$ cat config.mk
export PLATFORM = sky130hd
export DESIGN_NAME = wino_tile_controller
export DESIGN_NICKNAME = d
export VERILOG_FILES = /design/src/rtl/wino_tile_controller.sv
export SDC_FILE = /design/constraint.sdc
export NUM_CORES = 1
export LEC_CHECK = 0
export CAP_MARGIN = 10
export CORE_ASPECT_RATIO = 1.1
export CORE_UTILIZATION = 45
export DETAILED_ROUTE_END_ITERATION = 16
export GPL_TIMING_DRIVEN = 1
export PLACE_DENSITY = 0.7
export SYNTH_ARGS = -nofsm -noshare
export SYNTH_HDL_FRONTEND = slang
export SYNTH_SLANG_ARGS = --single-unit
$ cat constraint.sdc
create_clock -name clk -period 10.2 [get_ports clk]
set_input_delay 1.02 -clock clk [delete_from_list [all_inputs] [get_ports clk]]
set_output_delay 1.02 -clock clk [all_outputs]
set_load 0.05 [all_outputs]
$ cat src/rtl/wino_tile_controller.sv
// Winograd F(2x2,3x3) tile sequencer: latches the filter, admits input tiles under
// credit control, tracks them through the fixed-latency datapath and buffers the
// results in a first-word-fall-through output FIFO.
`timescale 1ns/1ps

module wino_tile_controller #(
  parameter int PIPE_LAT   = 3,
  parameter int FILT_LAT   = 1,
  parameter int FIFO_DEPTH = 8,
  parameter int CNT_W      = 16
) (
  input  logic             clk,
  input  logic             rstn,
  input  logic             cfg_start,
  input  logic [CNT_W-1:0] cfg_num_tiles,
  input  logic [71:0]      cfg_filter,
  output logic             busy,
  output logic             done,
  input  logic             s_data_valid,
  output logic             s_data_ready,
  input  logic [127:0]     s_data,
  output logic [71:0]      dp_filter,
  output logic [127:0]     dp_data,
  input  logic [127:0]     dp_y,
  output logic             m_y_valid,
  input  logic             m_y_ready,
  output logic [127:0]     m_y
);

  localparam int CW = $clog2(FIFO_DEPTH + 1);
  localparam int PW = (FIFO_DEPTH > 1) ? $clog2(FIFO_DEPTH) : 1;
  localparam int FW = (FILT_LAT > 1) ? $clog2(FILT_LAT) : 1;
  localparam logic [CW:0]   DEPTH_C  = (CW + 1)'(FIFO_DEPTH);
  localparam logic [FW-1:0] FL_LAST  = FW'(FILT_LAT - 1);
  localparam logic [PW-1:0] PTR_LAST = PW'(FIFO_DEPTH - 1);

  typedef enum logic [1:0] {IDLE, FLOAD, RUN, DRAIN} state_t;

  state_t            state, state_nxt;
  logic [CNT_W-1:0]  num, issued, issued_nxt;
  logic [CW-1:0]     inflight, fifo_cnt;
  logic [CW:0]       credit_used;
  logic [PW-1:0]     wr_ptr, rd_ptr;
  logic [FW-1:0]     fl_cnt;
  logic [PIPE_LAT:0] vpipe;
  logic [127:0]      mem [FIFO_DEPTH];
  logic              accept, push, pop, start_job, done_nxt;

  // Handshake, credit and FIFO status decode from registered state only.
  assign credit_used  = {1'b0, inflight} + {1'b0, fifo_cnt};
  assign s_data_ready = (state == RUN) && (issued < num) && (credit_used < DEPTH_C);
  assign accept       = s_data_valid && s_data_ready;
  assign issued_nxt   = issued + CNT_W'(accept);
  assign push         = vpipe[PIPE_LAT];
  assign m_y_valid    = (fifo_cnt != '0);
  assign pop          = m_y_valid && m_y_ready;
  assign busy         = (state != IDLE);
  // Head is forced to zero when empty so the unreset storage never shows on the port.
  assign m_y          = m_y_valid ? mem[rd_ptr] : '0;

  // Job state register.
  // NOTE: sequential state uses non-blocking assignments so every register samples pre-edge values.
  always_ff @(posedge clk or negedge rstn) begin
    if (!rstn) state <= IDLE;
    else       state <= state_nxt;
  end

  // Next-state decode and job-start / completion strobes.
  // NOTE: every output of this block gets a default first, so no path can infer a latch.
  always_comb begin
    state_nxt = state;
    start_job = 1'b0;
    done_nxt  = 1'b0;
    case (state)
      IDLE: begin
        if (cfg_start) begin
          if (cfg_num_tiles != '0) begin
            start_job = 1'b1;
            state_nxt = FLOAD;
          end else begin
            done_nxt = 1'b1;
          end
        end
      end
      FLOAD: begin
        if (fl_cnt == FL_LAST) state_nxt = RUN;
      end
      RUN: begin
        if (issued_nxt == num) state_nxt = DRAIN;
      end
      DRAIN: begin
        if (inflight == '0 && fifo_cnt == '0) begin
          done_nxt  = 1'b1;
          state_nxt = IDLE;
        end
      end
      default: state_nxt = IDLE;
    endcase
  end

  // Job configuration, filter-settle timer, issued count and datapath operand registers.
  always_ff @(posedge clk or negedge rstn) begin
    if (!rstn) begin
      num       <= '0;
      issued    <= '0;
      fl_cnt    <= '0;
      done      <= 1'b0;
      dp_filter <= '0;
      dp_data   <= '0;
    end else begin
      done <= done_nxt;
      if (start_job) begin
        num       <= cfg_num_tiles;
        issued    <= '0;
        dp_filter <= cfg_filter;
      end else if (accept) begin
        issued <= issued_nxt;
      end
      if (accept) dp_data <= s_data;
      if (state == FLOAD) fl_cnt <= fl_cnt + FW'(1);
      else                fl_cnt <= '0;
    end
  end

  // Valid pipe mirrors the datapath latency; inflight counts set bits not yet written.
  always_ff @(posedge clk or negedge rstn) begin
    if (!rstn) begin
      vpipe    <= '0;
      inflight <= '0;
    end else begin
      vpipe <= {vpipe[PIPE_LAT-1:0], accept};
      case ({accept, push})
        2'b10:   inflight <= inflight + CW'(1);
        2'b01:   inflight <= inflight - CW'(1);
        default: inflight <= inflight;
      endcase
    end
  end

  // Output FIFO occupancy and wrapping pointers.
  always_ff @(posedge clk or negedge rstn) begin
    if (!rstn) begin
      fifo_cnt <= '0;
      wr_ptr   <= '0;
      rd_ptr   <= '0;
    end else begin
      if (push) wr_ptr <= (wr_ptr == PTR_LAST) ? '0 : wr_ptr + PW'(1);
      if (pop)  rd_ptr <= (rd_ptr == PTR_LAST) ? '0 : rd_ptr + PW'(1);
      case ({push, pop})
        2'b10:   fifo_cnt <= fifo_cnt + CW'(1);
        2'b01:   fifo_cnt <= fifo_cnt - CW'(1);
        default: fifo_cnt <= fifo_cnt;
      endcase
    end
  end

  // Result storage.
  // NOTE: the storage array is deliberately not reset; occupancy is reset and the head is gated.
  always_ff @(posedge clk) begin
    if (push) mem[wr_ptr] <= dp_y;
  end

endmodule

# After elaboration in Yosys (flattened, before gate mapping)
# Memory sizes are Yosys's and may differ from the RTL's.
# Index checks and enable logic that the tools add are counted.
# word_totals
mem_bits_rw,1024
word_cells,77
register_bits,254
input_bits,349
mem_count,1
# classes
addsub,9
order_cmp,2
muxes,23
eq_ne,15
n_reduce_logical,15
# memory_table
name,depth,word_bits,read_ports,rd_ports_with_merged_regs,wr,line_no,text
mem,8,128,1,0,1,46,logic [127:0] mem [FIFO_DEPTH];
# ops
op,count
$mux W128,1
$mux W16,2
$add A16 B1 Y16,1
$eq A16 B16 Y1,1
$lt A16 B16 Y1,1
$pmux W4 S2,2
$reduce_bool A16 Y1,1
$mux W2,5
$mux W1,9
$add A4 B1 Y4 const B,2
$eq A2 B2 Y1 const B,4
$logic_not A4 Y1,2
$ne A2 B2 Y1 const B,4
$pmux W2 S4,1
$reduce_bool A2 Y1,4
$sub A4 B1 Y4 const B,2
$add A3 B1 Y3 const B,2
$eq A2 B1 Y1 const B,3
$eq A3 B3 Y1 const B,2
$mux W3,2
$add A4 B4 Y5,1
$logic_and A1 B1 Y1,5
$lt A5 B4 Y1 const B,1
$reduce_and A5 Y1,1
other kinds (5),5

# Depth between registers and ports, before layout
# logic_depth
ltp_word,8
mapped_depth,19
ltp_nobuf,16

# Least setup slack after synthesis
# OpenSTA, ideal clock, no wires.
# synth_timing
kind,reg-to-reg
from,reg wr_ptr[0]
to,mem mem[0][0] (enable)
arrival_time_ns,9.231
setup_ns,0.772
path_slack_ns,0.197
stages_incl_launch_ff,3
required_ns,9.428
path_buffers,0
path_cell_list,dfrtp_1 -> nand2b_1 -> nor3_1
# synth_rtl
item,line_no,text
start: declaration,43,"logic [PW-1:0] wr_ptr, rd_ptr;"
start signal: assignment,147,if (push) wr_ptr <= (wr_ptr == PTR_LAST) ? '0 : wr_ptr + PW'(1);
end: declaration,46,
# No word-level cell before the write port.

# Worst setup path after layout
# layout_timing
from,reg rd_ptr[0]
to,out m_y[2]
# layout_via
elab_chain_cells,2
# layout_rtl
item,line_no,text
start: declaration,43,
start signal: assignment,148,if (pop) rd_ptr <= (rd_ptr == PTR_LAST) ? '0 : rd_ptr + PW'(1);
$mem_v2 Z8 W128,n/a,
$mux W128,59,assign m_y = m_y_valid ? mem[rd_ptr] : '0;
end: declaration,27,output logic [127:0] m_y
# No other way between the ends.

==> flow_metrics.py <==
metrics = {
    "setup_path": {
        "crit_type": "register to primary output",
        "path_max_fanout": 54,
        "reg2reg_to": "state[0]$_DFFE_PN0P_",
        "cp_top_family": "buffers and inverters",
        "ff2ff_path_depth": 15,
        "critPathLaunch": "rd_ptr[0]$_DFFE_PN0P_",
        "crit_path_end": "m_y[2]",
        "critPathCaptureType": "primary output",
        "cp_num_buf_inv": 3,
        "crit_arrival_ps": 4970,
        "crit_path_frequent_cell": "buf_4",
        "worstPathRequired_ps": 9180,
        "worstPathCellList": "buf_4, buf_4, mux4_2, mux2i_1, nor2_1, clkdlybuf4s50_1",
        "reg2reg_from": "issued[9]$_DFFE_PN0P_",
        "crit_path_top_delay_cell": "buf_4",
        "start_kind": "register",
        "rrSetupSlack_ps": 5840,
        "cp.depth": 6,
        "cpPeakStageDelay_ps": 910,
    },
    "synth": {
        "synth_top_cell_area_share": 0.620,
        "synthArstFlopShare": 0.199,
        "yosys_warnings": 0,
        "ys_top_cells_by_area": "edfxtp_1 62%, dfrtp_1 13%, mux4_2 12%",
        "synth.distinct_cells": 57,
        "synth_ff_type": "edfxtp_1",
        "syn-num-nets": 2819,
        "ys_seq_elements": 1278,
        "syn_avg_cell_area_um2": 20.4,
        "ys_seq_area_frac": 0.748,
        "synth-edff-count": 1024,
        "yosysTopAreaCell": "edfxtp_1",
        "syn-cell-area_um2": 49600,
        "syn_inst": 2434,
    },
    "layout": {
        "nets": 3551,
        "final_cell_mix": "1024 x edfxtp_1, 679 x clkdlybuf4s50_1, 256 x mux4_2",
        "final_common_cell": "edfxtp_1",
        "fillers": 8100,
        "final_cells": 4691,
        "area_delta_synth_final_pct": 25.6,
        "drive_gt1_frac": 0.219,
    },
    "sta": {
        "setup_violations": 0,
        "max-slew-margin-rel": 0.254,
        "timing_hold_violations_final": 0,
        "finalSetupTns_ps": 0,
        "fmax_mhz": 167,
        "min_period_over_period": 0.587,
        "fin_crit_ps": 5990,
        "tightestPinTransition_ps": 1120,
        "fin_skew_ps": 36.3,
        "grt_setup_unrepaired": "no",
        "drv_slew": 0,
    },
    "die": {
        "die-area_um2": 112000,
        "rows": 127,
        "initial_core_util": 0.454,
        "ios": 681,
        "die_height_um": 350,
        "coreArea_um2": 109000,
        "dieWidth_um": 318,
    },
    "global_routing": {
        "grt_start_max_net_pins": 180,
        "overflow": 0,
        "antenna_found_initial": 22,
        "grt_pass1_vias": 27600,
        "grt_pass1_wl_um": 178000,
        "grt_util_all_layers": 0.217,
    },
    "power": {
        "swShare": 0.377,
        "comb_power_share": 0.412,
        "internal_power_mw": 12.0,
        "p_leak_nw": 21.8,
        "power_frac_clock": 0.242,
        "ir_drop_mv": 0.333,
        "p_seq_frac": 0.347,
        "power.density_nw_per_um2": 308,
        "p_switching_mw": 7.24,
    },
    "place": {
        "placed_cells_incl_taps": 4451,
        "port_buffers": 680,
        "place_congestion": 0.845,
        "hpwl_um": 73300,
    },
    "clocking": {
        "ctsResizeCount": 0,
        "clkTransAtPathRegs_ps": 60,
        "clk-insertion-delay-late_ps": 740,
        "cts_buffers": 132,
        "cts_num_sinks": 1278,
        "htree_levels": 4,
        "postCtsSetupRepairBufs": 0,
        "clk_path_buf_depth": 3,
        "cts_tree": "built",
        "ctsHoldBuffers": 0,
        "cts-root-buf": "clkbuf_16",
    },
    "outcome": {
        "outcome": "finished, final reports clean",
    },
    "routing": {
        "drc_errors": 0,
        "drt_pass1_iterations": 5,
        "wl_per_cell_um": 25.8,
        "drt-total-wl_um": 121000,
        "antenna_left": 0,
        "via_per_inst": 5.49,
        "drt_iter0_drc": 1547,
        "via_count": 25700,
    },
    "job": {
        "maxCapViolCount": 0,
    },
    "worst_hold_path": {
        "hold_path_class": "input pin to async pin",
    },
}
## per-stage QoR
stage / util / power (mW) / hold slack [ps] / worst slack, ps / cell area, um2
2_1_floorplan: - / 12.1 / 331 / 197 / 49600
3_3_place_gp: 0.532 / 14.6 / 346 / 4790 / 58100
3_5_place_dp: 0.532 / 14.7 / 336 / 4760 / 58100
4_1_cts: 0.570 / 19.4 / 194 / 3960 / 62200
5_1_grt: 0.570 / 19.9 / 245 / 3730 / 62300
6_report: 0.570 / 19.2 / 219 / 4210 / 62300
## cell families after synthesis
logic type      count (synthesis)  share of synthesized area
flops                        1278                      0.748
mux                           589                      0.189
simple gates                  252                     0.0230
buf+inv                       154                     0.0127
compound gates                 96                     0.0127
fa+ha+maj                      36                    0.00939
xor+xnor                       29                    0.00512
## synthesized netlist by cell type, types with 3 or more instances
cell,n
a21o_1,11
o21ai_0,34
or3_1,11
nand4_1,7
inv_1,30
xnor2_1,18
or4_1,6
nor2b_1,3
dfrtp_1,254
nand2_1,40
o31ai_1,4
xor2_1,11
buf_1,23
mux2i_1,129
a21oi_1,22
nor3_1,7
o211ai_1,3
nand2b_1,5
nand3_1,7
nor2_1,146
and4_1,3
edfxtp_1,1024
buf_2,38
mux2_2,204
nor4_1,7
mux4_2,256
clkbuf_1,61
ha_1,34
## area by class of cell
| cell class | count | area (um2) | share of cell area |
|---|---|---|---|
| Antenna cell | 6 | 15.0 | 0.000241 |
| Clock buffer | 171 | 3570 | 0.0574 |
| Clock inverter | 63 | 599 | 0.00963 |
| Inverter | 31 | 116 | 0.00187 |
| Multi-Input combinational cell | 1002 | 11900 | 0.191 |
| Sequential cell | 1278 | 37100 | 0.596 |
| Tap cell | 1419 | 1780 | 0.0285 |
| Timing Repair Buffer | 721 | 7140 | 0.115 |
## flip-flops by register name (all words and copies together), names as in the netlist, 2 cells and up
name and flops:
dp_filter 72, wr_ptr 3, vpipe 4, fifo_cnt 4, mem 1024, num 16, issued 16, rd_ptr 3
state 2, dp_data 128, inflight 4
## metal layers
metal,part of all wire,global-route usage,vias to the layer above
met5,0.0010,0,-
met4,0.026,0.0735,20
met3,0.063,0.0547,220
met2,0.53,0.387,833
met1,0.38,0.255,13500
li1,-,-,11200
## power by group through the flow
stage	clock network [mW]	registers, mW	logic [mW]
finish	4.64	6.65	7.90
global route	4.95	6.72	8.26
CTS	4.75	6.66	8.00
detailed placement	0	6.77	7.97
global placement	0	6.72	7.89
floorplan	0	7.54	4.53
## how the worst min path moves through the flow
stage / slack [ps] / from / end
6_report: 220 / rstn / dp_data[2]$_DFFE_PN0P_
3_5_place_dp: 340 / vpipe[1]$_DFF_PN0_ / vpipe[2]$_DFF_PN0_
5_1_grt: 240 / rstn / dp_data[2]$_DFFE_PN0P_
3_3_place_gp: 350 / vpipe[2]$_DFF_PN0_ / vpipe[3]$_DFF_PN0_
4_1_cts: 190 / rstn / dp_data[2]$_DFFE_PN0P_
2_1_floorplan: 330 / vpipe[0]$_DFF_PN0_ / vpipe[1]$_DFF_PN0_
Note: power is estimated with default switching activity, not from simulation.
